--- src/rtl/mt9v034_pkg.sv ---
`default_nettype none
// ============================================================================
// Package  : mt9v034_pkg
// Purpose  : Shared types and constants for the MT9V034 configuration-bus
//            register writer.
// Revision : 1.0 - initial release
// ============================================================================
package mt9v034_pkg;

    // Writer FSM states
    typedef enum logic [2:0] {
        ST_IDLE  = 3'd0,
        ST_START = 3'd1,
        ST_BIT   = 3'd2,
        ST_ACK   = 3'd3,
        ST_STOP  = 3'd4,
        ST_DONE  = 3'd5
    } state_t;

    // 7-bit slave address of the sensor (first wire byte 8'h90 with W bit)
    localparam logic [6:0] MT9V034_DEV_ADDR = 7'h48;

    // Commonly written sensor registers
    localparam logic [7:0] REG_CHIP_CTRL = 8'h07;
    localparam logic [7:0] REG_RESET     = 8'h0C;
    localparam logic [7:0] REG_READ_MODE = 8'h0D;

    // Builds the 32-bit word shifted out MSB first:
    // device address + W, register address, data MSB, data LSB
    function automatic logic [31:0] pack_write(
        input logic [6:0]  dev,
        input logic [7:0]  ra,
        input logic [15:0] rd
    );
        return {dev, 1'b0, ra, rd};
    endfunction

endpackage
`default_nettype wire

--- src/rtl/i2c_phase_tracker.sv ---
`default_nettype none
// ============================================================================
// Module   : i2c_phase_tracker
// Purpose  : Edge detection on the divider's sclk level plus a counter that
//            marks the middle of each high and low phase.
// Revision : 1.0 - initial release
// ============================================================================
module i2c_phase_tracker #(
    parameter int HOLD = 120
) (
    input  logic clk_24M,
    input  logic reset,
    input  logic sclk,
    output logic rise,
    output logic fall,
    output logic mid_hi,
    output logic mid_lo
);

    localparam logic [8:0] C_MID = 9'(HOLD - 1);

    logic       r_sclk_d;
    logic [8:0] r_cnt;

    assign rise   = sclk & ~r_sclk_d;
    assign fall   = ~sclk & r_sclk_d;
    // The counter never reaches HOLD-1 on an edge cycle because HOLD < 240
    assign mid_hi = sclk & (r_cnt == C_MID);
    assign mid_lo = ~sclk & (r_cnt == C_MID);

    // Delay sclk one cycle and count cycles since the last edge (saturating)
    always_ff @(posedge clk_24M) begin
        if (reset) begin
            r_sclk_d <= 1'b0;
            r_cnt    <= 9'd511;
        end else begin
            r_sclk_d <= sclk;
            if (rise || fall) begin
                r_cnt <= 9'd0;
            end else if (r_cnt != 9'd511) begin
                r_cnt <= r_cnt + 9'd1;
            end
        end
    end

endmodule
`default_nettype wire

--- src/rtl/mt9v034_i2c_writer.sv ---
`default_nettype none
// ============================================================================
// Module   : mt9v034_i2c_writer
// Purpose  : Open-drain two-wire register-write master for the MT9V034.
//            One request = START, addr+W, reg addr, data MSB, data LSB, STOP.
// Revision : 1.0 - initial release
// ============================================================================
module mt9v034_i2c_writer
    import mt9v034_pkg::*;
#(
    parameter logic [6:0] DEV_ADDR = MT9V034_DEV_ADDR,
    parameter int         HOLD     = 120
) (
    input  logic        clk_24M,
    input  logic        reset,
    input  logic        sclk,
    input  logic        start,
    input  logic [7:0]  reg_addr,
    input  logic [15:0] reg_data,
    output logic        busy,
    output logic        done,
    output logic        ack_err,
    output logic        scl_oe,
    output logic        sda_oe,
    input  logic        sda_in
);

    logic w_rise;
    logic w_fall;
    logic w_mid_hi;
    logic w_mid_lo;

    state_t      r_state;
    logic [31:0] r_shift;
    logic [2:0]  r_bit_cnt;
    logic [1:0]  r_byte_cnt;
    logic [1:0]  r_step;     // sub-step inside START / ACK / STOP
    logic        r_follow;   // SCL tracks the divider while set

    i2c_phase_tracker #(
        .HOLD (HOLD)
    ) u_phase (
        .clk_24M (clk_24M),
        .reset   (reset),
        .sclk    (sclk),
        .rise    (w_rise),
        .fall    (w_fall),
        .mid_hi  (w_mid_hi),
        .mid_lo  (w_mid_lo)
    );

    // Transaction sequencer with registered bus and status outputs
    always_ff @(posedge clk_24M) begin
        if (reset) begin
            r_state    <= ST_IDLE;
            r_shift    <= 32'd0;
            r_bit_cnt  <= 3'd0;
            r_byte_cnt <= 2'd0;
            r_step     <= 2'd0;
            r_follow   <= 1'b0;
            busy       <= 1'b0;
            done       <= 1'b0;
            ack_err    <= 1'b0;
            scl_oe     <= 1'b0;
            sda_oe     <= 1'b0;
        end else begin
            done <= 1'b0;
            if (r_follow) begin
                scl_oe <= ~sclk;
            end
            case (r_state)
                ST_IDLE: begin
                    scl_oe   <= 1'b0;
                    sda_oe   <= 1'b0;
                    r_follow <= 1'b0;
                    if (start) begin
                        r_shift    <= pack_write(DEV_ADDR, reg_addr, reg_data);
                        ack_err    <= 1'b0;
                        busy       <= 1'b1;
                        r_bit_cnt  <= 3'd0;
                        r_byte_cnt <= 2'd0;
                        r_step     <= 2'd0;
                        r_state    <= ST_START;
                    end
                end
                ST_START: begin
                    // SDA falls mid-high, then SCL starts toggling at the next fall
                    if (r_step == 2'd0) begin
                        if (w_mid_hi) begin
                            sda_oe <= 1'b1;
                            r_step <= 2'd1;
                        end
                    end else if (w_fall) begin
                        r_follow <= 1'b1;
                        scl_oe   <= 1'b1;
                        r_state  <= ST_BIT;
                    end
                end
                ST_BIT: begin
                    if (w_mid_lo) begin
                        sda_oe <= ~r_shift[31];
                    end
                    if (w_fall) begin
                        r_shift   <= {r_shift[30:0], 1'b0};
                        r_bit_cnt <= r_bit_cnt + 3'd1;
                        if (r_bit_cnt == 3'd7) begin
                            r_step  <= 2'd0;
                            r_state <= ST_ACK;
                        end
                    end
                end
                ST_ACK: begin
                    // Release, sample mid-high, then wait for the fall before the
                    // next byte so that fall does not count as a data bit
                    if (r_step == 2'd0) begin
                        if (w_mid_lo) begin
                            sda_oe <= 1'b0;
                            r_step <= 2'd1;
                        end
                    end else if (r_step == 2'd1) begin
                        if (w_mid_hi) begin
                            if (sda_in) begin
                                ack_err <= 1'b1;
                                r_step  <= 2'd0;
                                r_state <= ST_STOP;
                            end else if (r_byte_cnt == 2'd3) begin
                                r_step  <= 2'd0;
                                r_state <= ST_STOP;
                            end else begin
                                r_byte_cnt <= r_byte_cnt + 2'd1;
                                r_step     <= 2'd2;
                            end
                        end
                    end else if (w_fall) begin
                        r_state <= ST_BIT;
                    end
                end
                ST_STOP: begin
                    // SDA low during the last low phase, park SCL high, then SDA rises
                    if (r_step == 2'd0) begin
                        if (w_mid_lo) begin
                            sda_oe <= 1'b1;
                            r_step <= 2'd1;
                        end
                    end else if (r_step == 2'd1) begin
                        if (w_rise) begin
                            r_follow <= 1'b0;
                            scl_oe   <= 1'b0;
                            r_step   <= 2'd2;
                        end
                    end else if (w_mid_hi) begin
                        sda_oe  <= 1'b0;
                        done    <= 1'b1;
                        busy    <= 1'b0;
                        r_state <= ST_DONE;
                    end
                end
                ST_DONE: begin
                    r_state <= ST_IDLE;
                end
                default: begin
                    r_state <= ST_IDLE;
                end
            endcase
        end
    end

endmodule
`default_nettype wire

--- config.mk ---
export PLATFORM = sky130hd
export DESIGN_NAME = mt9v034_i2c_writer
export DESIGN_NICKNAME = d
export VERILOG_FILES = /design/src/rtl/mt9v034_pkg.sv /design/src/rtl/i2c_phase_tracker.sv /design/src/rtl/mt9v034_i2c_writer.sv
export SDC_FILE = /design/constraint.sdc
export NUM_CORES = 1
export LEC_CHECK = 0
export CORE_ASPECT_RATIO = 1.25
export CORE_UTILIZATION = 24
export CTS_CLUSTER_DIAMETER = 50
export DETAILED_ROUTE_END_ITERATION = 10
export GPL_TIMING_DRIVEN = 0
export MAX_ROUTING_LAYER = met4
export PLACE_DENSITY = 0.52
export SYNTH_ARGS = -nofsm -noshare
export SYNTH_HDL_FRONTEND = slang
export SYNTH_SLANG_ARGS = --single-unit
--- constraint.sdc ---
create_clock -name clk_24M -period 4.2 [get_ports clk_24M]
set_clock_uncertainty 0.05 [all_clocks]
set_input_delay 0.84 -clock clk_24M [delete_from_list [all_inputs] [get_ports clk_24M]]
set_output_delay 0.84 -clock clk_24M [all_outputs]
set_load 0.02 [all_outputs]
==> flow_summary.toml, run 1 <==
[layout]
fin_util_pct = 31.8
ff_latch_area_sq_um = 1160
area_delta_synth_final_pct = 27.1
n_antenna_cell = 0
drive_above_1_share_pct = 9.63
nets = 436
multi_input_area_sq_um = 1630
num-fill-cells = 1286
layout_common_cells = "nand2_1 (61), dfxtp_1 (58), nor2_1 (46)"
final_common_cell = "nand2_1"

[setup_path]
required_ps = 4400
crit_path_cell_trace = "clkdlybuf4s50_1 > inv_1 > ha_1 > and2_1 > o21ai_0 > clkbuf_1 > nand2_1 > a21oi_1"
startpoint_type = "input pin"
cp_slowest_cell = "clkdlybuf4s50_1"
max_stage_delay_ps = 640
end_kind = "flip-flop"
path_max_fanout = 10
cp.arrival_ps = 3270
path_delay_family = "buffers and inverters"
crit_type = "in2reg"
ff2ff_setup_slack_ps = 2160
worst-path-buf-inv = 3

[detailed_routing]
post_drt_wl_per_cell_um = 12.7
drt-total-wl_um = 7190
ant_nets = 0
vias = 2653
drt_iter0_markers = 88
drc = 0
viasPerCell = 4.69
drt-pass1-iter-count = 4

[clock_tree]
cts_resized = 0
htreeDepth = 3
clockRootBuffer = "clkbuf_16"
post_cts_buffers = 0
clk_pin_slew_ps = 50
postCtsHoldBufs = 0
cts_made_buffers = 9
cts_sinks = 58
clk_latency_ps = 320
clock_path_buffers = 2
cts_tree = "yes"

[synth]
yosysWarnings = 0
synth.net_count = 393
synth_area_leader_cell = "dfxtp_1"
synth_edf_count = 0
synthTopCellsByArea = "dfxtp_1 (40%), nand2_1 (7.8%), a311oi_1 (7.2%), nor2_1 (5.9%), a21oi_1 (3.6%)"
synth.yosys.seq_area_share_pct = 39.6
syn_inst = 357
netlist_area_sq_um = 2930
synth_top_area_share_pct = 39.6
ys_types = 51
ys_ff_latch = 58
async_reset_ff_share_pct = 0
ys.flop_type = "dfxtp_1"
avgSynthCellArea_sq_um = 8.20

[timing]
period_share_pct = 73.2
worst_slack_ps = 1130
grt_setup_unrepaired = "false"
drv_slew = 0
fin_setup_tns_ps = 0
setup_viol_count_final = 0
achievable-frequency_ghz = 0.325
layout_min_cycle_time_ps = 3070
hold_viol_final = 0
tightestPinTransition_ps = 575
slew_headroom_pct = 61.7

[power_and_ir_drop]
seqPwrFrac_pct = 36.3
max-vdd-ir-drop_mv = 0.235
switchingPower_uw = 654
leakage_nw = 1.39
swShare_pct = 33.2
intPower_mw = 1.32
power_density_nw_per_um2 = 529
power_frac_comb_pct = 29.8
total_power_mw = 1.97
clkPwrFrac_pct = 33.9

[global_route]
grt-ovfl-total = 0
grt_use_total_pct = 12.6
grt_pass1_wl_um = 12400
antenna_found_initial = 0
first_global_vias = 2673
grt_max_degree = 11

[floorplan]
initial_utilization_pct = 25.0
die_area_sq_um = 12700
coreArea_sq_um = 11700
row_count = 44
dieWidth_um = 101
fp.dieH_um = 126
ios = 34

[placement]
place_ws_ps = 831
io_buffers = 32
gp_congestion = 0.764
hpwl_um = 5160

[job]
maxCapViolCount = 0

[min_path]
hold_path.class = "reg2reg"

[outcome]
status = "completed"
-- state kept, by name, summed over array words and instances (netlist names), 2 cells and up --
name           flops
r_shift           32
r_step             2
u_phase.r_cnt      9
r_byte_cnt         2
r_state            3
r_bit_cnt          3
-- kinds of logic (layout without fill, tap and decap cells) --
| logic type | count (synthesis) | count (layout) | synth area share, % |
|---|---|---|---|
| XOR/XNOR | 7 | 7 | 2.09 |
| AND/OR/NAND/NOR | 158 | 158 | 25.5 |
| AO/OA/AOI/OAI | 86 | 86 | 22.3 |
| buffers and inverters | 34 | 82 | 4.87 |
| multiplexers | 7 | 7 | 2.52 |
| flip-flops | 58 | 58 | 39.6 |
| adder cells (fa/ha/maj) | 7 | 7 | 2.99 |
-- layer usage --
layer | vias to the layer above | track usage (%) | share of wire [%]
li1 | 1359 | - | -
met1 | 1233 | 14.9 | 46
met2 | 47 | 20.7 | 48
met3 | 14 | 2.91 | 3.3
met4 | 0 | 4.77 | 2.0
met5 | - | - | 0
-- worst paths after layout --
path                                  startpoint           to  cells past startpoint
worst max-delay path                        sclk  r_shift[26]                      8
worst min-delay path                 r_shift[30]  r_shift[30]                      2
worst min register to register       r_shift[30]  r_shift[30]                      2
worst max register to register  u_phase.r_sclk_d  r_shift[26]                      6
-- worst reg2reg max path: cells and delay by family (launching register included) --
family,cells,cell delay (ps)
buffers and inverters,1,450
AND/OR/NAND/NOR,2,340
flip-flops,1,310
adder cells (fa/ha/maj),1,240
AO/OA/AOI/OAI,2,580
-- cell type report --
class	count	share of cell area, %
timing repair buffer	32	8.60
tap	161	5.41
multi-input combinational	265	43.6
buffer	29	3.33
sequential	58	31.2
clock buffer	11	6.52
inverter	5	0.504
clock inverter	5	0.806
-- power groups by stage --
stage	logic (mW)	registers, mW	clock network, mW
6_report	0.588	0.714	0.667
5_1_grt	0.660	0.728	0.707
4_1_cts	0.591	0.715	0.682
3_5_place_dp	0.588	0.726	0
3_3_place_gp	0.581	0.723	0
2_1_floorplan	0.431	0.722	0
-- synthesized netlist by cell type (all sizes together) (2+ instances only) --
cell and n:
nand2 61, dfxtp 58, nor2 46, a311oi 24, a21oi 21, clkbuf 16, buf 13, nand3 12
a21o 9, nor3 9, o21ai 8, ha 7, a31oi 5, inv 5, nand2b 5, a211oi 4
mux2i 4, xnor2 4, and2 3, and3 3, mux2 3, nand3b 3, nand4 3, nor2b 3
xor2 3, a2111oi 2, nor3b 2, o21a 2, o21bai 2, o31ai 2, or3b 2
-- through the flow --
step,cells,instance area [sq um],hold WS [ps]
finish,566,3720,402
global route,566,3720,421
CTS,566,3720,405
detailed placement,550,3450,398
global placement,550,3450,393
floorplan,357,2930,382
Note: power is estimated with default switching activity, not from simulation.
==> run 2, diff against run 1 <==
==> constraint.sdc (replaced) <==
create_clock -name clk_24M -period 2.85 [get_ports clk_24M]
set_clock_uncertainty 0.05 [all_clocks]
set_input_delay 0.57 -clock clk_24M [delete_from_list [all_inputs] [get_ports clk_24M]]
set_output_delay 0.57 -clock clk_24M [all_outputs]
set_load 0.02 [all_outputs]
==> run 2 against run 1 <==
Net effect: register-to-register slack lost 1300 ps; flip-flop and latch count is the same; largest power group unchanged; die area is the same; critical endpoint is now r_state[2]; routed wire length grew 0.11%; worst setup slack lost 970 ps; sequential share of layout area is essentially flat; total power grew 48%; non-clock buffer count is the same; cell area is essentially flat; count of clock-buffer cells in the layout is the same.
==> flow_summary.toml, run 2 (synthesis results as in run 1) <==
[outcome]
status = "completed"

[global_route]
first_global_vias = 2673
antenna_found_initial = 0
grt_pass1_wl_um = 12400
grt-ovfl-total = 0
grt_use_total_pct = 12.6
grt_max_degree = 11

[layout]
n_antenna_cell = 0
top_regs = "r_shift x32, u_phase.r_cnt x9"
area_delta_synth_final_pct = 27.2
layout_common_cells = "nand2_1 (61), dfxtp_1 (58), nor2_1 (46)"
drive_above_1_share_pct = 10.1
nets = 436
final_common_cell = "nand2_1"
top_register = "r_shift"
largest_reg_flops = 32
num-fill-cells = 1285
fin_util_pct = 31.8

[detailed_routing]
drc = 0
post_drt_wl_per_cell_um = 12.7
drt_iter0_markers = 89
drt-pass1-iter-count = 4
drt-total-wl_um = 7200
ant_nets = 0
vias = 2654
viasPerCell = 4.69

[clock_tree]
clock_path_buffers = 2
post_cts_buffers = 0
clk_pin_slew_ps = 50
cts_resized = 0
cts_sinks = 58
postCtsHoldBufs = 0
cts_made_buffers = 9
clk_latency_ps = 320
clockRootBuffer = "clkbuf_16"
cts_tree = "yes"
htreeDepth = 3

[floorplan]
dieWidth_um = 101
row_count = 44
initial_utilization_pct = 25.0
ios = 34
die_area_sq_um = 12700
fp.dieH_um = 126
coreArea_sq_um = 11700

[setup_path]
path_max_fanout = 7
max_stage_delay_ps = 640
cp_slowest_cell = "clkdlybuf4s50_1"
ff2ff_setup_slack_ps = 830
crit_type = "in2reg"
worst-path-buf-inv = 2
startpoint_type = "input pin"
required_ps = 3030
end_kind = "flip-flop"
reg2reg_to = "r_step[1]"
reg2reg_from = "u_phase.r_cnt[0]"
crit_path_cell_trace = "clkdlybuf4s50_1 > inv_1 > ha_1 > and2_1 > a2111oi_4 > o21bai_2 > nor2_1 > a211oi_1"
cp.arrival_ps = 2870
path_delay_family = "compound AO/OA/AOI/OAI gates"
reg2reg_depth = 6

[power_and_ir_drop]
power_frac_comb_pct = 29.9
max-vdd-ir-drop_mv = 0.347
leakage_nw = 1.39
intPower_mw = 1.94
clkPwrFrac_pct = 33.9
switchingPower_uw = 965
swShare_pct = 33.2
total_power_mw = 2.91
seqPwrFrac_pct = 36.3
power_density_nw_per_um2 = 780

[placement]
hpwl_um = 5160
gp_congestion = 0.764
place_ws_ps = -249
io_buffers = 32

[timing]
hold_viol_final = 0
grt_setup_unrepaired = "false"
period_share_pct = 94.5
setup_viol_count_final = 0
worst_slack_ps = 157
achievable-frequency_ghz = 0.371
layout_min_cycle_time_ps = 2690
tightestPinTransition_ps = 590
drv_slew = 0
slew_headroom_pct = 60.7

[job]
maxCapViolCount = 0

[min_path]
holdPathStages = 2
whs_endpoint = "r_shift[30]"
worst_hold_startpoint = "r_shift[30]"
hold_path.class = "reg2reg"
[run 2: cell counts in the layout (fill, tap and decap cells not counted)]
No cell type changed its count.
[run 2: area by class of cell]
type	count	area [sq um]	share of cell area, %
Inverter	5	18.8	0.504
Clock buffer	11	243	6.51
Buffer	29	126	3.39
Timing Repair Buffer	32	320	8.60
Clock inverter	5	30.0	0.806
Tap cell	161	201	5.41
Sequential cell	58	1160	31.2
Multi-Input combinational cell	265	1630	43.6
[run 2: per-stage QoR]
stage	hold slack (ps)	instance area, sq um	cells	TNS (ps)
floorplan	382	2930	357	0
global route	421	3730	566	0
detailed placement	398	3450	550	-4870
global placement	393	3450	550	-4020
CTS	405	3720	566	0
finish	402	3730	566	0
[run 2: per-layer routing]
| layer | vias up | share of wire [%] | track usage [%] |
|---|---|---|---|
| met1 | 1233 | 47 | 14.9 |
| met4 | 0 | 2.0 | 4.77 |
| met5 | - | 0 | - |
| met3 | 14 | 3.1 | 2.91 |
| li1 | 1360 | - | - |
| met2 | 47 | 48 | 20.7 |
[run 2: how the worst max path moves through the flow]
stage | cells past startpoint | slack [ps] | startpoint | to
floorplan | 7 | 810 | sclk | r_state[2]
global placement | 8 | -170 | sclk | r_bit_cnt[1]
detailed placement | 8 | -250 | sclk | r_shift[24]
CTS | 8 | 70 | sclk | r_shift[24]
global route | 8 | 10 | sclk | r_state[2]
finish | 8 | 160 | sclk | r_state[2]
[run 2: power by group through the flow]
stage	logic [mW]	clock network, mW	registers [mW]
global placement	0.857	0	1.07
CTS	0.871	1.01	1.05
global route	0.976	1.04	1.07
finish	0.869	0.984	1.05
floorplan	0.636	0	1.06
detailed placement	0.867	0	1.07
[run 2: worst min-delay path, cell delays in order, from the launching register on]
cell     delay [ps]
dfxtp_1         300
nand2_1          50
a21oi_1          50
